--- config.mk ---
export PLATFORM = sky130hd
export DESIGN_NAME = bht_predictor
export DESIGN_NICKNAME = d
export VERILOG_FILES = /design/src/rtl/bht_predictor.sv
export SDC_FILE = /design/constraint.sdc
export NUM_CORES = 1
export LEC_CHECK = 0
export BUFFER_PORTS_ARGS = -buffer_cell sky130_fd_sc_hd__buf_2
export CAP_MARGIN = 0
export CORE_UTILIZATION = 35
export DETAILED_ROUTE_END_ITERATION = 8
export HOLD_SLACK_MARGIN = 0.05
export PLACE_DENSITY_LB_ADDON = 0.15
export SLEW_MARGIN = 20
export SYNTH_ARGS = -nofsm -noshare
export SYNTH_HDL_FRONTEND = slang
export SYNTH_SLANG_ARGS = --single-unit
--- constraint.sdc ---
create_clock -name clk -period 14.6 [get_ports clk]
set_input_delay 1.46 -clock clk [delete_from_list [all_inputs] [get_ports clk]]
set_output_delay 1.46 -clock clk [all_outputs]
set_load 0.05 [all_outputs]
--- src/rtl/bht_predictor.sv ---
// bht_predictor: branch history table of 2-bit saturating counters.
// The fetch port reads a counter and returns its MSB as the prediction one
// cycle later; the execute port applies resolved outcomes as saturating
// increment/decrement.
// After reset the table is swept to weakly-not-taken (01), one entry per cycle.
// Optional feature: define BHT_GSHARE_EN to XOR a global history register
// into both table indices (gshare indexing).
module bht_predictor #(
    parameter int INDEX_BITS = 6,
    parameter int PC_WIDTH   = 32
) (
    input  logic                clk,
    input  logic                rst,
    input  logic                pred_valid,
    input  logic [PC_WIDTH-1:0] pred_pc,
    output logic                pred_out_valid,
    output logic                pred_taken,
    input  logic                upd_valid,
    input  logic [PC_WIDTH-1:0] upd_pc,
    input  logic                upd_taken,
    output logic                init_busy
);

    localparam int DEPTH = 1 << INDEX_BITS;

    typedef enum logic {
        ST_INIT = 1'b0,
        ST_RUN  = 1'b1
    } state_t;

    state_t                  state_q;
    state_t                  state_d;
    logic [INDEX_BITS-1:0]   sweep_ptr_q;

    // Counter storage; no reset so it can map onto distributed RAM.
    logic [1:0]              bht_mem [DEPTH];

    logic [INDEX_BITS-1:0]   pred_idx;
    logic [INDEX_BITS-1:0]   upd_idx;
    logic [1:0]              pred_cnt;
    logic [1:0]              upd_cnt;
    logic [1:0]              upd_next;
    logic                    upd_fire;
    logic                    bypass_hit;
    logic                    pred_bit;

    logic                    mem_we;
    logic [INDEX_BITS-1:0]   mem_waddr;
    logic [1:0]              mem_wdata;

    // Upper and byte-offset PC bits do not take part in indexing.
    logic                    unused_pc_bits;
    assign unused_pc_bits = ^{pred_pc[PC_WIDTH-1:INDEX_BITS+2], pred_pc[1:0],
                              upd_pc[PC_WIDTH-1:INDEX_BITS+2], upd_pc[1:0]};

`ifdef BHT_GSHARE_EN
    logic [INDEX_BITS-1:0]   ghr_q;

    // Global history: cleared during the sweep, shifts in each resolved outcome.
    always_ff @(posedge clk) begin
        if (rst) begin
            ghr_q <= '0;
        end else if (state_q == ST_INIT) begin
            ghr_q <= '0;
        end else if (upd_valid) begin
            ghr_q <= {ghr_q[INDEX_BITS-2:0], upd_taken};
        end
    end

    // Both ports hash with the history value from before this cycle's shift.
    always_comb begin
        pred_idx = pred_pc[INDEX_BITS+1:2] ^ ghr_q;
        upd_idx  = upd_pc[INDEX_BITS+1:2] ^ ghr_q;
    end
`else
    // Pure PC indexing; aliasing between PCs sharing the low bits is allowed.
    always_comb begin
        pred_idx = pred_pc[INDEX_BITS+1:2];
        upd_idx  = upd_pc[INDEX_BITS+1:2];
    end
`endif

    // State register and sweep pointer; reset restarts the sweep from entry 0.
    always_ff @(posedge clk) begin
        if (rst) begin
            state_q     <= ST_INIT;
            sweep_ptr_q <= '0;
        end else begin
            state_q <= state_d;
            if (state_q == ST_INIT) begin
                sweep_ptr_q <= sweep_ptr_q + INDEX_BITS'(1);
            end
        end
    end

    // Next state: leave INIT once the last entry has been written.
    always_comb begin
        state_d = state_q;
        case (state_q)
            ST_INIT: begin
                if (sweep_ptr_q == '1) begin
                    state_d = ST_RUN;
                end
            end
            ST_RUN: begin
                state_d = ST_RUN;
            end
            default: begin
                state_d = ST_INIT;
            end
        endcase
    end

    assign init_busy = (state_q == ST_INIT);

    // Update read side and saturating counter arithmetic.
    always_comb begin
        upd_cnt  = bht_mem[upd_idx];
        upd_fire = upd_valid && (state_q == ST_RUN) && !rst;
        upd_next = upd_cnt;
        if (upd_taken) begin
            if (upd_cnt != 2'b11) begin
                upd_next = upd_cnt + 2'd1;
            end
        end else begin
            if (upd_cnt != 2'b00) begin
                upd_next = upd_cnt - 2'd1;
            end
        end
    end

    // Single write port shared by the clear sweep and resolved updates.
    always_comb begin
        mem_we    = 1'b0;
        mem_waddr = '0;
        mem_wdata = '0;
        if (state_q == ST_INIT) begin
            mem_we    = 1'b1;
            mem_waddr = sweep_ptr_q;
            mem_wdata = 2'b01;
        end else if (upd_fire) begin
            mem_we    = 1'b1;
            mem_waddr = upd_idx;
            mem_wdata = upd_next;
        end
    end

    // Table write.
    always_ff @(posedge clk) begin
        if (mem_we) begin
            bht_mem[mem_waddr] <= mem_wdata;
        end
    end

    // Prediction read with write-to-read bypass for a same-index update.
    always_comb begin
        pred_cnt   = bht_mem[pred_idx];
        bypass_hit = upd_fire && (upd_idx == pred_idx);
        if (state_q == ST_INIT) begin
            pred_bit = 1'b0;
        end else if (bypass_hit) begin
            pred_bit = upd_next[1];
        end else begin
            pred_bit = pred_cnt[1];
        end
    end

    // Registered prediction outputs; pred_taken holds when no request arrives.
    always_ff @(posedge clk) begin
        if (rst) begin
            pred_out_valid <= 1'b0;
            pred_taken     <= 1'b0;
        end else begin
            pred_out_valid <= pred_valid;
            if (pred_valid) begin
                pred_taken <= pred_bit;
            end
        end
    end

endmodule

* Yosys cells after proc, flatten, opt, wreduce, memory -nomap -nowiden
Memories as Yosys holds them, arrays and structs flattened.
Cells that the tools add are included.
** Word-level totals
- Output and inout port bits :: 3
- Register bits :: 9
- Input bits :: 69
- Memories :: 1
- RAM bits :: 128
** Memory list
- bht_mem :: depth 64, bits a word 2, read ports 2, clocked after memory_dff 0, wr ports 1, RTL line 36 : logic [1:0] bht_mem [DEPTH];
** Operators by class
- Equality and inequality tests :: 3
- Bitwise operators :: 1
- Reductions and logical operators :: 5
- Add/subtract/negate cells :: 3
- Muxes and demuxes :: 15
** Operators by type and width (count)
- 6-bit 2-to-1 mux :: 2
- 2-bit 2-to-1 mux :: 5
- 1-bit 2-to-1 mux :: 7
- 6-bit by 1-bit adder with 6-bit output, second input constant :: 1
- 6-bit == test :: 1
- 6-bit == test, second input constant :: 1
- 1-bit logical AND :: 3
- 2-bit by 1-bit adder with 2-bit output, second input constant :: 1
- 2-bit != test, second input constant :: 1
- 1-bit one-hot mux with 2 select lines :: 1
- 2-bit nonzero test :: 1
- 2-bit by 1-bit subtractor with 2-bit output, second input constant :: 1
- 1-bit logical NOT :: 1
- 1-bit inverter :: 1

* Depth between registers and ports, before layout
Gate-level depths: netlist of the first run.
- Depth after elaboration :: 6
- Depth in mapped cells :: 9
- Depth with buffers taken out :: 6

* Worst setup path before layout of the first run
OpenSTA, ideal clock, no wires.
- Path type :: in2reg
- Start :: input upd_pc[2]
- End :: memory bht_mem[0][0] (data pin)
- Stages on the path :: 8
- Arrival time :: 5.465 ns
- Path slack :: 8.415 ns
- Path buffers :: 2
- Required time :: 13.880 ns
- Library setup time :: 0.720 ns
- Cells stage by stage :: buf_6 > buf_6 > mux4_2 > mux2i_1 > a22oi_1 > a211oi_2 > nor2_1 > o31ai_1
** Between the ends
- Word-level cells in the longest chain between the ends :: 6
** RTL lines
- start, declared :: RTL line 19 : input logic [PC_WIDTH-1:0] upd_pc,
- memory 64 x 2 bit *
- 2-bit by 1-bit subtractor with 2-bit output, or another cell as far along :: RTL line 127 : upd_next = upd_cnt - 2'd1;
- 2-bit 2-to-1 mux, on equally long branches :: RTL line 126, 122
- 2-bit 2-to-1 mux * :: RTL line 121 : if (upd_taken) begin
- 2-bit 2-to-1 mux * :: RTL line 141 : end else if (upd_fire) begin
- 2-bit 2-to-1 mux * :: RTL line 137 : if (state_q == ST_INIT) begin
- named net mem_wdata[0] :: RTL line 49 : logic [1:0] mem_wdata;
- end, declared :: RTL line 36
The timed path passes the listed nets; every way through them passes the cells marked *.

* Worst setup path in the final report of the first run
- Start :: input upd_pc[2]
- End :: memory bht_mem[12][0] (data pin)
The elaborated chain is that of the path after synthesis.

==> impl_results.md, run 1 <==
* Outcome: completed
* Setup CP Type: in -> reg
* Avg Cell Area, Syn at 15.7 um^2
* Largest vdd supply drop at 0.117 mV
* First-pass GRT wire length at 23.0 mm
* Post-DP HPWL at 9.96 mm
* WP data required at 14780 ps
* Max clock buf depth at 2
* Final Cycle Share at 0.320
* Synthesized instance count at 412
* Syn nets at 482
* CP startpoint kind: primary input
* Setup Viol. Count Final at 0
* CTS clock-pin slew for the worst setup and hold paths at 60 ps
* Share of cells above drive strength 1 at 0.240
* Synthesized cell area at 0.00645 mm^2
* Largest net degree at the start of global routing at 65
* Via density at 5.55
* Fin nets at 502
* Clk_lat worst skew at 430 ps
* Library cells used by synthesis at 50
* Critical Path End Type: flop
* FF-to-FF End: bht_mem[12][0]
* Period minus WS final at 4670 ps
* CTS tree: yes
* H-tree level count at 4
* Rows at 49
* Routed Antenna Nets at 0
* # DRC at 0
* CORE AREA at 0.0180 mm^2
* Largest cells by area after synthesis: edfxtp_1 (60%), mux4_2 (14%), nor2_1 (4.5%)
* RSZ-0062 raised after global routing: false
* Fmax at 214 MHz
* Setup TNS at 0 ps
* Cell leakage power at 2.38 nW
* Max transition margin at 0.441
* GRT Overall Usage at 0.178
* Ports at 72
* Initial antenna violation count at 0
* Worst hold slack at 522 ps
* DRT Pass-1 Iters at 5
* Sequential area share after synthesis at 0.623
* Drt initial violations at 461
* GPL Wtd Cong at 0.771
* Place WS at 9400 ps
* Post-CTS Resized at 0
* WHS Endpoint: sweep_ptr_q[5]
* Yosys warns at 0
* Hold Crit Start: sweep_ptr_q[5]
* Die W at 138 um
* Port bufs at 19
* Hold Crit Class: reg -> reg
* Final hold violation count at 0
* Die height at 138 um
* Yosys reg bits at 137
* Reg2Reg Setup Slack at 11330 ps
* Max Transition Viols Final at 0
* Via count at 3742
* Cell taking the most area after synthesis: edfxtp_1
* Vias in the first global route at 3740
* Total Power at 898 uW
* Post-CTS Hold Buffers at 0
* Crit path DAT at 4850 ps
* Worst Reg-to-Reg Cells at 7
* WL final at 15.4 mm
* Max Cap Violations at 0
* Critical-path maximum fanout at 44
* FFs w/ async S/R, synth at 0
* Grt ovf at 0
* TritonCTS sink count at 137
* P per Cell Area at 123 mW/mm^2
* Initial core utilization at 0.358
* Die ar. at 0.0190 mm^2
* N_diodes at 0
* Setup Skew at 6.03 ps
* Hold depth at 2
* Post-synth EDFFs at 128
* Worst r2r src: bht_mem[29][0]
* Min setup slack post-route at 9930 ps
* Worst Tran Pin Value at 838 ps
* Final Util at 0.405
* Wire per inst at 22.8 um
* Layout area overhead at 13.1%
* Top FF cell, synth: edfxtp_1
* Cts bufs inserted at 17
* Post-CTS setup buffers at 0
* Root Buffer: clkbuf_16
* Top cell type's share of synthesized area at 0.595
[worst max path at each step]
stage	startpoint	endpoint	cells past startpoint
after floorplan	upd_pc[2]	bht_mem[0][0]	8
after CTS	upd_pc[2]	bht_mem[58][0]	9
after global placement	upd_pc[2]	bht_mem[62][0]	9
after global routing	upd_pc[2]	bht_mem[13][0]	9
final	upd_pc[2]	bht_mem[12][0]	9
after detailed placement	upd_pc[2]	bht_mem[62][0]	9
[worst max-delay path: stages]
cell      delay (ps)
buf_2             70
buf_4            490
mux4_1           660
mux2i_1          280
a311oi_1         160
a211oi_2         350
nor2_1           120
o31ai_4          690
buf_4            510
[logic make-up (layout without fill, tap and decap cells)]
logic type,after synthesis,count (layout),synth area share
xor+xnor,9,9,0.0122
flops,137,137,0.623
simple gates,132,132,0.0905
fa+ha+maj,2,2,0.00368
buf+inv,25,58,0.0269
mux,61,61,0.187
compound gates,46,46,0.0562
[cell usage in the layout (no fill, tap or decap), drive strengths merged, types with 2 or more instances in the layout]
| master | count |
|---|---|
| inv | 5 |
| dfxtp | 9 |
| o31ai | 2 |
| o22ai | 4 |
| clkinvlp | 3 |
| nand2 | 14 |
| mux2i | 13 |
| clkinv | 7 |
| a2111oi | 4 |
| a211oi | 4 |
| nor2 | 77 |
| nor3 | 5 |
| nand3 | 10 |
| a22o | 2 |
| a311oi | 2 |
| xor2 | 6 |
| clkbuf | 18 |
| a21o | 3 |
| mux2 | 2 |
| buf | 23 |
| a22oi | 14 |
| or3 | 4 |
| a21oi | 6 |
| nand2b | 2 |
| edfxtp | 128 |
| o21ai | 3 |
| nand3b | 2 |
| mux4 | 46 |
| bufinv | 2 |
| xnor2 | 3 |
| nor2b | 12 |
[final cells by class]
type                    instances  area [um^2]
clock buffers                  18          429
clock inverters                14          148
fillers                      1646        10700
inverters                       3         11.3
multi-input cells             250         2280
flip-flops and latches        137         4020
well taps                     229          287
repair buffers                 23          125
[Yosys cell counts (2+ instances only)]
cell type  instances
a2111oi_2          2
or3_1              4
nand3_1           10
buf_4              2
a21oi_1            6
nand2_1           14
mux4_1             5
edfxtp_1         128
a211oi_1           2
nand2b_1           2
mux2i_1           13
nor3_1             5
a211oi_2           2
nor2_1            77
o22ai_1            4
a22o_1             2
xnor2_1            3
nand3b_1           2
buf_6              6
inv_1              2
clkbuf_1           5
a21o_1             3
a2111oi_0          2
mux2_2             2
nor2b_1           12
dfxtp_1            9
o21ai_0            3
a22oi_1           14
xor2_1             6
buf_2              5
mux4_2            41
[registers in the layout (all words and copies together), names as in the netlist]
| name | cells |
|---|---|
| bht_mem | 128 |
| pred_out_valid | 1 |
| pred_taken | 1 |
| state_q | 1 |
| sweep_ptr_q | 6 |
[stage by stage]
stage / cell area [um^2] / instances
CTS: 7300 / 674
detailed placement: 6730 / 642
global placement: 6730 / 642
finish: 7300 / 674
floorplan: 6450 / 412
global route: 7300 / 674
[routing by layer]
layer,GRT usage,share of wire
met1,0.244,0.46
met2,0.266,0.46
met3,0.0526,0.068
met4,0.0664,0.015
met5,0,0
[power breakdown]
part / switching, mW / total [mW] / internal (mW)
combinational: 0.0343 / 0.0546 / 0.0204
sequential: 0.00136 / 0.427 / 0.425
clock: 0.166 / 0.417 / 0.251
total: 0.201 / 0.898 / 0.697
No activity file was read; power rests on OpenSTA's default activity.
==> inputs of run 2 (changes only) <==
==> constraint.sdc (replaced) <==
create_clock -name clk -period 4.1 [get_ports clk]
set_input_delay 0.41 -clock clk [delete_from_list [all_inputs] [get_ports clk]]
set_output_delay 0.41 -clock clk [all_outputs]
set_load 0.05 [all_outputs]
==> run 2 against run 1 <==
- sequential power grew to 3.6 times the previous value
- utilization grew 0.47 points
- count of clock-buffer cells in the layout decreased by 1
- cell count up 0.59%
- non-clock buffer count is 4 higher
- critical path depth did not move
- first-iteration DRC count shrank 33%
- critical path type unchanged
- highest routed layer unchanged
==> impl_results.md, run 2 (synthesis gave the netlist of run 1 again) <==
* Outcome: completed
* Largest Register: bht_mem
* Fill cells at 1668 (+1.3%)
* P per Cell Area at 444 mW/mm^2 (+260%)
* Min setup slack post-route at 1080 ps (-8850 ps)
* Routed Antenna Nets at 0 (unchanged)
* Total Power at 3.28 mW (+270%)
* N_diodes at 0 (unchanged)
* CP startpoint kind: primary input
* Fmax at 331 MHz
* Drt initial violations at 310 (-33%)
* Post-DP HPWL at 10.4 mm (+4.7%)
* H-tree level count at 4 (unchanged)
* Period minus WS final at 3020 ps
* Layout area overhead at 14.4%
* Clk_lat worst skew at 420 ps (about the same)
* Grt ovf at 0 (unchanged)
* GPL Wtd Cong at 0.782 (+1.4%)
* Max transition margin at 0.503 (+0.0619)
* Largest net degree at the start of global routing at 65 (unchanged)
* Setup Skew at 9.22 ps (+3.19 ps)
* Cts bufs inserted at 17 (unchanged)
* Top Registers: bht_mem: 128 flops, sweep_ptr_q: 6 flops
* GRT Overall Usage at 0.183 (+0.00523)
* Setup CP Type: in -> reg
* Setup TNS at 0 ps (unchanged)
* Port bufs at 19 (unchanged)
* Max reg flops at 128 (unchanged)
* TritonCTS sink count at 137 (unchanged)
* # DRC at 0 (unchanged)
* First-pass GRT wire length at 23.9 mm (+4.2%)
* Post-CTS Hold Buffers at 0 (unchanged)
* Initial antenna violation count at 0 (unchanged)
* Worst Tran Pin Value at 745 ps (-92.9 ps)
* Commonest non-fill, non-tap cell in the layout: edfxtp_1
* Post-CTS Resized at 0 (unchanged)
* Final Cycle Share at 0.737
* Max Cap Violations at 0 (unchanged)
* Initial core utilization at 0.358 (unchanged)
* Final instance area at 0.00739 mm^2 (+1.1%)
* Fin nets at 506 (+0.80%)
* Largest vdd supply drop at 0.223 mV (+91%)
* Setup Viol. Count Final at 0 (unchanged)
* Die W at 138 um (unchanged)
* CTS tree: yes
* Max Transition Viols Final at 0 (unchanged)
* CTS clock-pin slew for the worst setup and hold paths at 60 ps (about the same)
* Rows at 49 (unchanged)
* Cell leakage power at 2.43 nW (+2.3%)
* Critical-path maximum fanout at 64 (+45%)
* Final Util at 0.410 (+0.00465)
* Via count at 3784 (+1.1%)
* Share of cells above drive strength 1 at 0.254 (+0.0134)
* Wire per inst at 23.6 um (+3.6%)
* Critical Path End Type: flop
* WP data required at 4170 ps (-10610 ps)
* DRT Pass-1 Iters at 5 (unchanged)
* WL final at 16.0 mm (+4.2%)
* Root Buffer: clkbuf_16
* Ports at 72 (unchanged)
* Max clock buf depth at 2 (unchanged)
* RSZ-0062 raised after global routing: false
* Via density at 5.58 (+0.53%)
* Reg2Reg Setup Slack at 1290 ps (-10040 ps)
* Die ar. at 0.0190 mm^2 (unchanged)
* CORE AREA at 0.0180 mm^2 (unchanged)
* Placed Area at 0.00678 mm^2 (+0.82%)
* Final hold violation count at 0 (unchanged)
* Die height at 138 um (unchanged)
* Post-CTS setup buffers at 0 (unchanged)
* Crit path DAT at 3090 ps (-1760 ps)
* Hold Crit Class: in -> reg
* Commonest non-fill, non-tap cells in the layout: edfxtp_1 (128), nor2_1 (76), mux4_2 (41)
* Vias in the first global route at 3891 (+4.0%)
* Place WS at 616 ps (-8780 ps)
## run 2: final cells by class
class / instances / area, um^2 / share of cell area
multi-input cells: 250 / 2280 / 0.308
clock buffers: 17 / 425 / 0.0576
inverters: 3 / 11.3 / 0.00152
well taps: 229 / 287 / 0.0388
repair buffers: 27 / 180 / 0.0244
clock inverters: 15 / 180 / 0.0244
flip-flops and latches: 137 / 4020 / 0.545
## run 2: worst max-delay path, cell delays in order
cell and delay (ps):
buf_2 500, buf_12 240, mux4_2 500, mux2i_1 190
o22ai_1 140, a211oi_2 370, maj3_2 330, nor2_4 40
buf_4 290
## run 2: metal layers
| metal | vias up | share of wire | GRT usage |
|---|---|---|---|
| li1 | 1693 | - | - |
| met1 | 1976 | 0.45 | 0.251 |
| met2 | 94 | 0.48 | 0.290 |
| met3 | 21 | 0.045 | 0.0294 |
| met4 | 0 | 0.021 | 0.0773 |
| met5 | - | 0 | 0 |
## run 2: stage by stage
step                      hold slack [ps]  std cells
after floorplan                       467        412
after global placement                494        646
after detailed placement              498        646
after CTS                             265        678
after global routing                  274        678
final                                 275        678
## run 2: path summary, 6_finish.rpt
check,start,end,cells past startpoint
setup / recovery,upd_pc[2],bht_mem[51][1],9
hold / removal,pred_valid,pred_out_valid,2
setup reg to reg,state_q,bht_mem[5][1],5
hold reg to reg,sweep_ptr_q[0],sweep_ptr_q[0],2
## run 2: report_power, final
group	leakage [nW]	switching [mW]	internal, mW
Sequential	1.30	0.00457	1.51
Clock	0.299	0.683	0.877
Combinational	0.829	0.125	0.0766
Total	2.43	0.813	2.47
